`config.mk`:
```
export PLATFORM = sky130hd
export DESIGN_NAME = sequence_counter
export DESIGN_NICKNAME = d
export VERILOG_FILES = /design/src/rtl/sequence_counter.sv
export SDC_FILE = /design/constraint.sdc
export NUM_CORES = 1
export LEC_CHECK = 0
export BUFFER_PORTS_ARGS = -buffer_cell sky130_fd_sc_hd__buf_2
export CORE_AREA = 2 2 39 41
export CTS_CLUSTER_DIAMETER = 80
export DETAILED_ROUTE_END_ITERATION = 16
export DIE_AREA = 0 0 41 43
export PLACE_DENSITY = 0.62
export SLEW_MARGIN = 20
export SYNTH_ARGS = -nofsm -noshare
export SYNTH_HDL_FRONTEND = slang
export SYNTH_SLANG_ARGS = --single-unit
```
`constraint.sdc`:
```
create_clock -name clk -period 1.22 [get_ports clk]
set_input_delay 0 -clock clk [delete_from_list [all_inputs] [get_ports clk]]
set_output_delay 0 -clock clk [all_outputs]
set_load 0.005 [all_outputs]
```
`src/rtl/sequence_counter.sv`:
```
// Sequence counter for the basic-computer control unit: a binary state count with a
// one-hot T decode used by the controller to sequence fetch and execute micro-operations.
module sequence_counter #(
  parameter int unsigned CNT_WIDTH = 4
) (
  input  logic                      clk,
  input  logic                      rst_n,
  input  logic                      CLR,
  input  logic                      INR,
  output logic [2**CNT_WIDTH-1:0]   T,
  output logic [CNT_WIDTH-1:0]      SC_VAL
);

  localparam int unsigned NumT = 2**CNT_WIDTH;

  logic [CNT_WIDTH-1:0] count_q, count_d;

  // Clear beats increment; increment wraps naturally at the register width.
  always_comb begin
    count_d = count_q;
    if (CLR) begin
      count_d = '0;
    end else if (INR) begin
      count_d = count_q + CNT_WIDTH'(1);
    end
  end

  always_ff @(posedge clk or negedge rst_n) begin
    if (!rst_n) begin
      count_q <= '0;
    end else begin
      count_q <= count_d;
    end
  end

  // Unregistered decode so T tracks the count in the same cycle, including during reset.
  always_comb begin
    T = NumT'(1) << count_q;
  end

  assign SC_VAL = count_q;

endmodule

```
Word-level counts from Yosys, hierarchy flattened
Cells that the tools add are included.
W data, S select, Z words.
{"block": "totals", "out_inout_bits": 20, "input_bits": 4, "reg_bits": 4, "wordCells": 6}
{"block": "op_classes", "shift": 1, "n_addsub": 1, "n_reduce_logical": 1, "n_mux": 2}
{"cell": "$shl A1 B4 Y16 const A", "count": 1}
{"cell": "$mux W4", "count": 2}
{"cell": "$add A4 B1 Y4 const B", "count": 1}
{"cell": "$reduce_bool A2 Y1", "count": 1}

Depth between registers and ports, before layout
Gate-level depths: netlist (run 1).
{"block": "depth", "word_depth": 3, "depth_mapped": 4, "mapped_depth_nobuf": 4}

Worst setup path before layout (run 1)
OpenSTA, ideal clock, no wires.
{"block": "synth_path", "path_type": "register to register", "start": "register count_q[0] (netlist: SC_VAL[0])", "end": "register count_q[2] (netlist: SC_VAL[2])", "n_path_buf": 0, "arrival_ps": 1093, "stages_incl_launch_ff": 4, "setup_slack_ps": 33, "required_time_ps": 1126, "cell_sequence": "dfrtp_1 -> ha_1 -> ha_1 -> a211oi_1"}
{"block": "synth_between", "elab_chain_cells": 3}
{"element": "start, declared", "line_no": "16", "text": "logic [CNT_WIDTH-1:0] count_q, count_d;"}
{"element": "start signal, assigned", "line_no": "32", "text": "count_q <= count_d;"}
{"element": "$add A4 B1 Y4", "line_no": "24", "text": "count_d = count_q + CNT_WIDTH'(1);"}
{"element": "$mux W4", "line_no": "23", "text": "end else if (INR) begin"}
{"element": "$mux W4", "line_no": "21", "text": "if (CLR) begin"}
No other way between the ends. The select of a mux whose other input is x is not followed.
A chain may end at the register's enable or synchronous reset.

Worst setup path in the final report (run 1)
{"block": "layout_path", "start": "register count_q[0] (netlist: SC_VAL[0])", "end": "output port T[15]"}
{"block": "layout_between", "elab_chain_cells": 1}
{"element": "$shl A1 B4 Y16", "line_no": "38", "text": "T = NumT'(1) << count_q;"}
{"element": "end, declared", "line_no": "10", "text": "output logic [2**CNT_WIDTH-1:0] T,"}
No other way between the ends.

==> flow_metrics.tcl, run 1 <==
set metrics [dict create \
    drc 0 \
    cts_buffers 3 \
    htree_levels 1 \
    grt_pass1_vias 372 \
    grt_max_degree 14 \
    failed_checks "setup timing" \
    first_pass_iters 4 \
    multi_input_area_um2 317 \
    irDropWorstVdd_v 0.000321 \
    drive_gt1_frac 0.554 \
    coreArea_um2 1380 \
    setup_tns_ps -71.1 \
    fp.dieH_um 43 \
    cp-start-kind "flip-flop" \
    rsz0062_at_grt "true" \
    via_count 387 \
    netlist_instances 43 \
    p_comb_frac 0.332 \
    relSlewSlack 0.865 \
    die_area_um2 1760 \
    clock_path_buffers 2 \
    fin_ws_ps -24.4 \
    status "finished with violations" \
    post_dp_cell_area_um2 531 \
    dr.first_iter.drc_count 6 \
    startpoint "SC_VAL[0]" \
    final_max_slew_viol_count 0 \
    cp-end-kind "output port" \
    clock.fmax_mhz 804 \
    seq_area_um2 103 \
    clock_latency_ps 230 \
    grt_use_total 0.120 \
    setup_viol 7 \
    hold_viol 0 \
    p_int_uw 332 \
    p_clk_frac 0.345 \
    design_area_um2 647 \
    antenna_found_initial 0 \
    finalCritPeriodShare 1.02 \
    gp_congestion 0.720 \
    required_ps 1220 \
    grt_pass1_wl_um 1410 \
    ys_seq_area_frac 0.265 \
    path_max_fanout 2 \
    area_growth_pct 71.2 \
    ys_types 14 \
    row_count 14 \
    final_common_cell "buf_2" \
    maxCapViolations 0 \
    hp-class "input port to flip-flop" \
    path_clk_slew_ps 40 \
    p_per_area_nw_per_um2 719 \
    root_buffer "clkbuf_4" \
    switchingPower_uw 133 \
    yosysWarnings 0 \
    cp-endpoint "T[15]" \
    worstReg2RegStart "SC_VAL[0]" \
    dp_hpwl_um 723 \
    final_nets 86 \
    die_w_um 41 \
    syn_area_um2 378 \
    syn_area_per_cell_um2 8.79 \
    fin_crit_ps 1240 \
    p_sw_frac 0.286 \
    postRouteAntennaNets 0 \
    syn_nets 53 \
    worst_slew_pin_slew_ps 201 \
    overflow 0 \
    p_leak_uw 0.000363 \
    diodes 0 \
    io_buffers 23 \
    reg2reg_slack_ps 110 \
    routed_wl_um 888 \
    critPathKind "flip-flop to output port" \
    wl_per_cell_um 9.87 \
    finClkSkew_ps 0.386 \
    final_util 0.467 \
    start_util 0.273 \
    seqPwrFrac 0.323 \
    clkSinkCount 4 \
    largest_reg_flops 4 \
    cts_tree "yes" \
    rr_worst_depth 5 \
    rr_endpoint "SC_VAL[1]" \
    io_pins 24 \
    critPathArrivalTime_ps 1240 \
    ys_ff_latch 4 \
    nFillCells 137 \
    vias_per_cell 4.30 \
    layout.cells.most_common_list "23 x buf_2, 11 x and2_1, 5 x nor2_1" \
]
-- power by group through the flow --
stage / sequential, uW / combinational (uW) / clock (uW)
floorplan: 158 / 52.1 / 0
global route: 151 / 180 / 182
detailed placement: 151 / 122 / 0
finish: 150 / 154 / 161
global placement: 150 / 119 / 0
CTS: 150 / 155 / 170
-- routing by layer --
layer  GRT usage  routed length [um]  share of wire
met4      0.0800                   0              0
met5           0                   0              0
met2       0.213                 476           0.54
met3      0.0314                  79          0.089
met1       0.107                 332           0.37
-- worst min-delay path by stage --
| stage | from | to | cells past startpoint | slack (ps) |
|---|---|---|---|---|
| floorplan | rst_n | SC_VAL[0] | 0 | -300 |
| global placement | rst_n | SC_VAL[3] | 1 | -190 |
| detailed placement | rst_n | SC_VAL[3] | 1 | -190 |
| CTS | INR | SC_VAL[2] | 2 | 30 |
| global route | INR | SC_VAL[2] | 2 | 50 |
| finish | INR | SC_VAL[2] | 2 | 30 |
-- layout make-up --
cell class                      instances  share of cell area
Multi-Input combinational cell         35               0.489
Clock buffer                            3              0.0348
Timing Repair Buffer                   29               0.261
Sequential cell                         4               0.159
Tap cell                               16              0.0309
Inverter                                3              0.0251
-- metrics by stage --
| stage | hold slack, ps | worst slack (ps) | cells | power [uW] |
|---|---|---|---|---|
| finish | 30.1 | -24.4 | 90 | 465 |
| global placement | -189 | 65.4 | 84 | 269 |
| detailed placement | -189 | 45.7 | 84 | 273 |
| CTS | 32.9 | -32.2 | 90 | 475 |
| global route | 55.0 | -83.7 | 90 | 512 |
| floorplan | -296 | 32.6 | 43 | 210 |
-- critical path, cell delays in order, from the launching register on --
cell and delay [ps]:
dfrtp_1 380, ha_2 200, ha_2 170, and2_1 140, buf_2 120
-- Yosys cell counts --
| cell type | instances | share of area |
|---|---|---|
| mux2_4 | 1 | 0.040 |
| clkbuf_2 | 1 | 0.013 |
| xnor2_1 | 1 | 0.023 |
| ha_1 | 6 | 0.20 |
| inv_1 | 3 | 0.030 |
| a211oi_1 | 1 | 0.020 |
| and3_1 | 3 | 0.050 |
| dfrtp_1 | 4 | 0.26 |
| nor2b_1 | 4 | 0.066 |
| mux2i_1 | 1 | 0.026 |
| nand4_1 | 1 | 0.017 |
| and2_1 | 11 | 0.18 |
| and2b_1 | 1 | 0.020 |
| nor2_1 | 5 | 0.050 |
-- kinds of logic (layout without fill, tap and decap cells) --
kind of cell    Yosys count  in the layout  share of synthesized area
simple gates             25             25                      0.384
fa+ha+maj                 6              6                      0.199
flops                     4              4                      0.265
xor+xnor                  1              1                     0.0232
compound gates            1              1                     0.0199
buf+inv                   4             35                     0.0430
mux                       2              2                     0.0662
-- timing repair --
item | CTS | global route
setup buffers | 1 | 0
pin swaps | 6 | 0
gates cloned | 0 | 0
gates resized for setup | 14 | 3
hold buffers | 2 | 0
hold endpoints to repair | 7 | 0
endpoints found under the setup margin | 16 | 17
(Power assumes the default switching activity.)
==> inputs of run 2 (changes only) <==
--- a/config.mk
+++ b/config.mk
@@ -10,7 +10,8 @@
 export CTS_CLUSTER_DIAMETER = 80
 export DETAILED_ROUTE_END_ITERATION = 16
 export DIE_AREA = 0 0 41 43
-export PLACE_DENSITY = 0.62
+export PLACE_DENSITY = 0.6
+export SKIP_LAST_GASP = 1
 export SLEW_MARGIN = 20
 export SYNTH_ARGS = -nofsm -noshare
 export SYNTH_HDL_FRONTEND = slang
==> constraint.sdc (replaced) <==
create_clock -name clk -period 1.4 [get_ports clk]
set_input_delay 0 -clock clk [delete_from_list [all_inputs] [get_ports clk]]
set_output_delay 0 -clock clk [all_outputs]
set_load 0.005 [all_outputs]
==> flow_metrics.tcl, run 2 (same netlist as run 1, synthesis figures left out) <==
set metrics [dict create \
    wl_per_cell_um 9.77 \
    fp.dieH_um 43 \
    hp-class "input port to flip-flop" \
    layout.cells.most_common_list "23 x buf_2, 11 x and2_1, 5 x nor2_1, 5 x ha_1, 4 x nor2b_1" \
    preCtsSetupSlack_ps 155 \
    cts_buffers 3 \
    grt_pass1_wl_um 1240 \
    vias_per_cell 4.34 \
    critPathArrivalTime_ps 1330 \
    worst_slew_pin_slew_ps 318 \
    final_max_slew_viol_count 0 \
    area_growth_pct 47.0 \
    required_ps 1400 \
    maxCapViolations 0 \
    cts_tree "yes" \
    row_count 14 \
    status "finished, final reports clean" \
    hold_viol 0 \
    path_clk_slew_ps 40 \
    p_sw_frac 0.277 \
    seqPwrFrac 0.376 \
    io_pins 24 \
    die_w_um 41 \
    final_nets 82 \
    critPathKind "flip-flop to output port" \
    final_common_cell "buf_2" \
    drive_gt1_frac 0.429 \
    clock_latency_ps 230 \
    start_util 0.273 \
    clkSinkCount 4 \
    clock.fmax_mhz 754 \
    io_buffers 23 \
    relSlewSlack 0.788 \
    drc 0 \
    grt_max_degree 14 \
    p_int_uw 267 \
    first_pass_iters 4 \
    routed_wl_um 840 \
    reg2reg_slack_ps 200 \
    largest_reg_flops 4 \
    clock_path_buffers 2 \
    coreArea_um2 1380 \
    setup_tns_ps 0 \
    htree_levels 1 \
    postRouteAntennaNets 0 \
    design_area_um2 556 \
    rsz0062_at_grt "false" \
    fin_crit_ps 1330 \
    cp-end-kind "output port" \
    setup_viol 0 \
    grt_pass1_vias 308 \
    finalCritPeriodShare 0.947 \
    overflow 0 \
    power_uw 370 \
    diodes 0 \
    via_count 373 \
    post_dp_cell_area_um2 508 \
    root_buffer "clkbuf_4" \
    antenna_found_initial 0 \
    gp_congestion 0.691 \
    path_max_fanout 6 \
    dr.first_iter.drc_count 3 \
    cp-start-kind "flip-flop" \
    grt_use_total 0.107 \
    p_comb_frac 0.240 \
    die_area_um2 1760 \
    finClkSkew_ps 4.66 \
    irDropWorstVdd_v 0.000310 \
    switchingPower_uw 102 \
    p_clk_frac 0.384 \
    p_leak_uw 0.000341 \
    p_per_area_nw_per_um2 666 \
    fin_ws_ps 73.6 \
]
## run 2: path summary, 6_finish.rpt
check,from,depth (start not counted),end
hold reg to reg,SC_VAL[1],2,SC_VAL[1]
setup / recovery,SC_VAL[0],4,T[15]
min in group asynchronous,rst_n,2,SC_VAL[3]
hold / removal,INR,2,SC_VAL[2]
setup reg to reg,SC_VAL[0],3,SC_VAL[2]
max in group asynchronous,rst_n,2,SC_VAL[1]
## run 2: area by class of cell
class | count | area [um2]
inverters | 3 | 11.3
clock buffers | 3 | 22.5
repair buffers | 25 | 135
fillers | 145 | 828
flip-flops and latches | 4 | 103
multi-input cells | 35 | 264
well taps | 16 | 20.0
## run 2: stage by stage
step | utilization | hold WS [ps] | cells
global placement | 0.367 | -184 | 81
floorplan | - | -296 | 43
detailed placement | 0.367 | -184 | 81
CTS | 0.398 | 30.0 | 86
finish | 0.401 | 37.1 | 86
global route | 0.401 | 67.3 | 86
## run 2: worst max-delay path: stages, from the launching register on
cell and delay (ps):
dfrtp_2 440, ha_2 200, ha_1 180, and2_1 150, buf_2 120
## run 2: metal layers
layer	vias to the layer above	GRT usage	share of wire	wire length, um
li1	192	-	-	-
met1	161	0.104	0.42	354
met2	20	0.175	0.47	391
met3	0	0.0471	0.11	95
met4	0	0.0600	0	0
met5	-	0	0	0
## run 2: power groups by stage
stage / clock network, uW / logic (uW) / registers (uW)
3_5_place_dp: 0 / 86.2 / 140
6_report: 142 / 88.8 / 139
2_1_floorplan: 0 / 45.4 / 137
4_1_cts: 149 / 91.0 / 138
3_3_place_gp: 0 / 85.9 / 138
5_1_grt: 154 / 104 / 141
## run 2: timing repair
item                                   in CTS  in global routing
setup endpoints to repair                   0                  4
buffers inserted                            0                  0
endpoints found under the hold margin       7                  0
gates resized for setup                     0                  3
hold buffers                                2                  0
==> inputs of run 3 (changes only) <==
==> constraint.sdc (replaced) <==
create_clock -name clk -period 1.4 [get_ports clk]
set_input_delay 0.28 -clock clk [delete_from_list [all_inputs] [get_ports clk]]
set_output_delay 0.28 -clock clk [all_outputs]
set_load 0.005 [all_outputs]
==> flow_metrics.tcl, run 3 (same netlist as run 1, synthesis figures left out) <==
set metrics [dict create \
    startpoint "SC_VAL[1]" \
    overflow 0 \
    drc 0 \
    clock_path_buffers 2 \
    io_pins 24 \
    fp.dieH_um 43 \
    dp_hpwl_um 678 \
    cp-start-kind "flip-flop" \
    wl_per_cell_um 12.9 \
    final_common_cell "buf_2" \
    failed_checks "setup timing" \
    setup_tns_ps -1610 \
    antenna_found_initial 0 \
    grt_use_total 0.125 \
    final_util 0.575 \
    routed_wl_um 1200 \
    worstReg2RegStart "SC_VAL[0]" \
    first_pass_iters 4 \
    rsz0062_at_grt "true" \
    relSlewSlack 0.875 \
    p_per_area_nw_per_um2 563 \
    path_clk_slew_ps 40 \
    cts_buffers 3 \
    layoutNonFillerInstCount 93 \
    hp-class "input port to flip-flop" \
    largest_reg_flops 4 \
    io_buffers 23 \
    drive_gt1_frac 0.779 \
    via_count 427 \
    root_buffer "clkbuf_4" \
    clock_latency_ps 230 \
    coreArea_um2 1380 \
    critPathArrivalTime_ps 1270 \
    grt_pass1_wl_um 1480 \
    layout.cells.most_common_list "13 x buf_2, 12 x buf_6, 8 x and2_4" \
    dr.first_iter.drc_count 5 \
    maxCapViolations 0 \
    area_growth_pct 111 \
    htree_levels 1 \
    grt_max_degree 14 \
    final_max_slew_viol_count 0 \
    clkSinkCount 4 \
    preCtsSetupSlack_ps 26.7 \
    die_area_um2 1760 \
    status "finished with violations" \
    vias_per_cell 4.59 \
    grt_pass1_vias 391 \
    cp-end-kind "output port" \
    finClkSkew_ps 2.36 \
    hold_viol 0 \
    p_leak_uw 0.000392 \
    nFillCells 111 \
    power_uw 448 \
    start_util 0.273 \
    fin_ws_ps -153 \
    placedCellCount 83 \
    row_count 14 \
    gp_congestion 0.707 \
    setup_viol 16 \
    clock.fmax_mhz 644 \
    rr_endpoint "SC_VAL[3]" \
    irDropWorstVdd_v 0.000336 \
    cts_tree "yes" \
    finalCritPeriodShare 1.11 \
    diodes 0 \
    rr_worst_depth 4 \
    die_w_um 41 \
    critPathKind "flip-flop to output port" \
    cp-endpoint "T[15]" \
    path_max_fanout 4 \
    required_ps 1120 \
    reg2reg_slack_ps 160 \
    worst_slew_pin_slew_ps 186 \
    fin_crit_ps 1550 \
    final_nets 89 \
    postRouteAntennaNets 0 \
]
run 3: changes by cell type in the layout (fill, tap and decap cells not counted), sizes merged:
cell / change
clkbuf: +1
buf: +7
dlygate4sd3: -1
run 3: where the power goes:
group	switching (uW)	internal, uW
combinational	71.7	95.7
clock	44.5	95.7
sequential	15.5	125
total	132	317
run 3: layer usage:
| layer | track usage | up-vias | share of wire |
|---|---|---|---|
| met1 | 0.104 | 201 | 0.36 |
| met3 | 0.0314 | 0 | 0.045 |
| met2 | 0.231 | 18 | 0.59 |
| li1 | - | 208 | - |
| met4 | 0.0800 | 0 | 0 |
| met5 | 0 | - | 0 |
run 3: how the worst min path moves through the flow:
stage	from	endpoint	slack, ps	cells after the start
detailed placement	rst_n	SC_VAL[3]	100	1
global placement	rst_n	SC_VAL[3]	90	1
CTS	CLR	SC_VAL[1]	260	2
floorplan	rst_n	SC_VAL[0]	-20	0
global route	CLR	SC_VAL[1]	260	2
finish	CLR	SC_VAL[2]	270	2
run 3: final cells by class:
class	instances	area (um2)	area share
multi-input cells	35	384	0.483
well taps	16	20.0	0.0252
inverters	3	11.3	0.0142
flip-flops and latches	4	105	0.132
repair buffers	32	253	0.318
clock buffers	3	22.5	0.0283
run 3: per-stage QoR:
stage	hold WS [ps]	instance area, um2
2_1_floorplan	-15.6	378
3_3_place_gp	89.5	523
3_5_place_dp	96.7	523
4_1_cts	255	656
5_1_grt	260	796
6_report	269	796
run 3: worst max-delay path, stage by stage, from the launching register on:
cell and delay (ps):
dfrtp_2 440, ha_4 190, ha_4 150, and2_4 150, buf_6 100
run 3: repair_timing:
| item | CTS | global route |
|---|---|---|
| setup buffers | 3 | 3 |
| setup endpoints to repair | 16 | 16 |
| gates resized for setup | 17 | 27 |
| pin swaps | 1 | 3 |
| hold buffers | 1 | 0 |
| hold endpoints to repair | 4 | 0 |
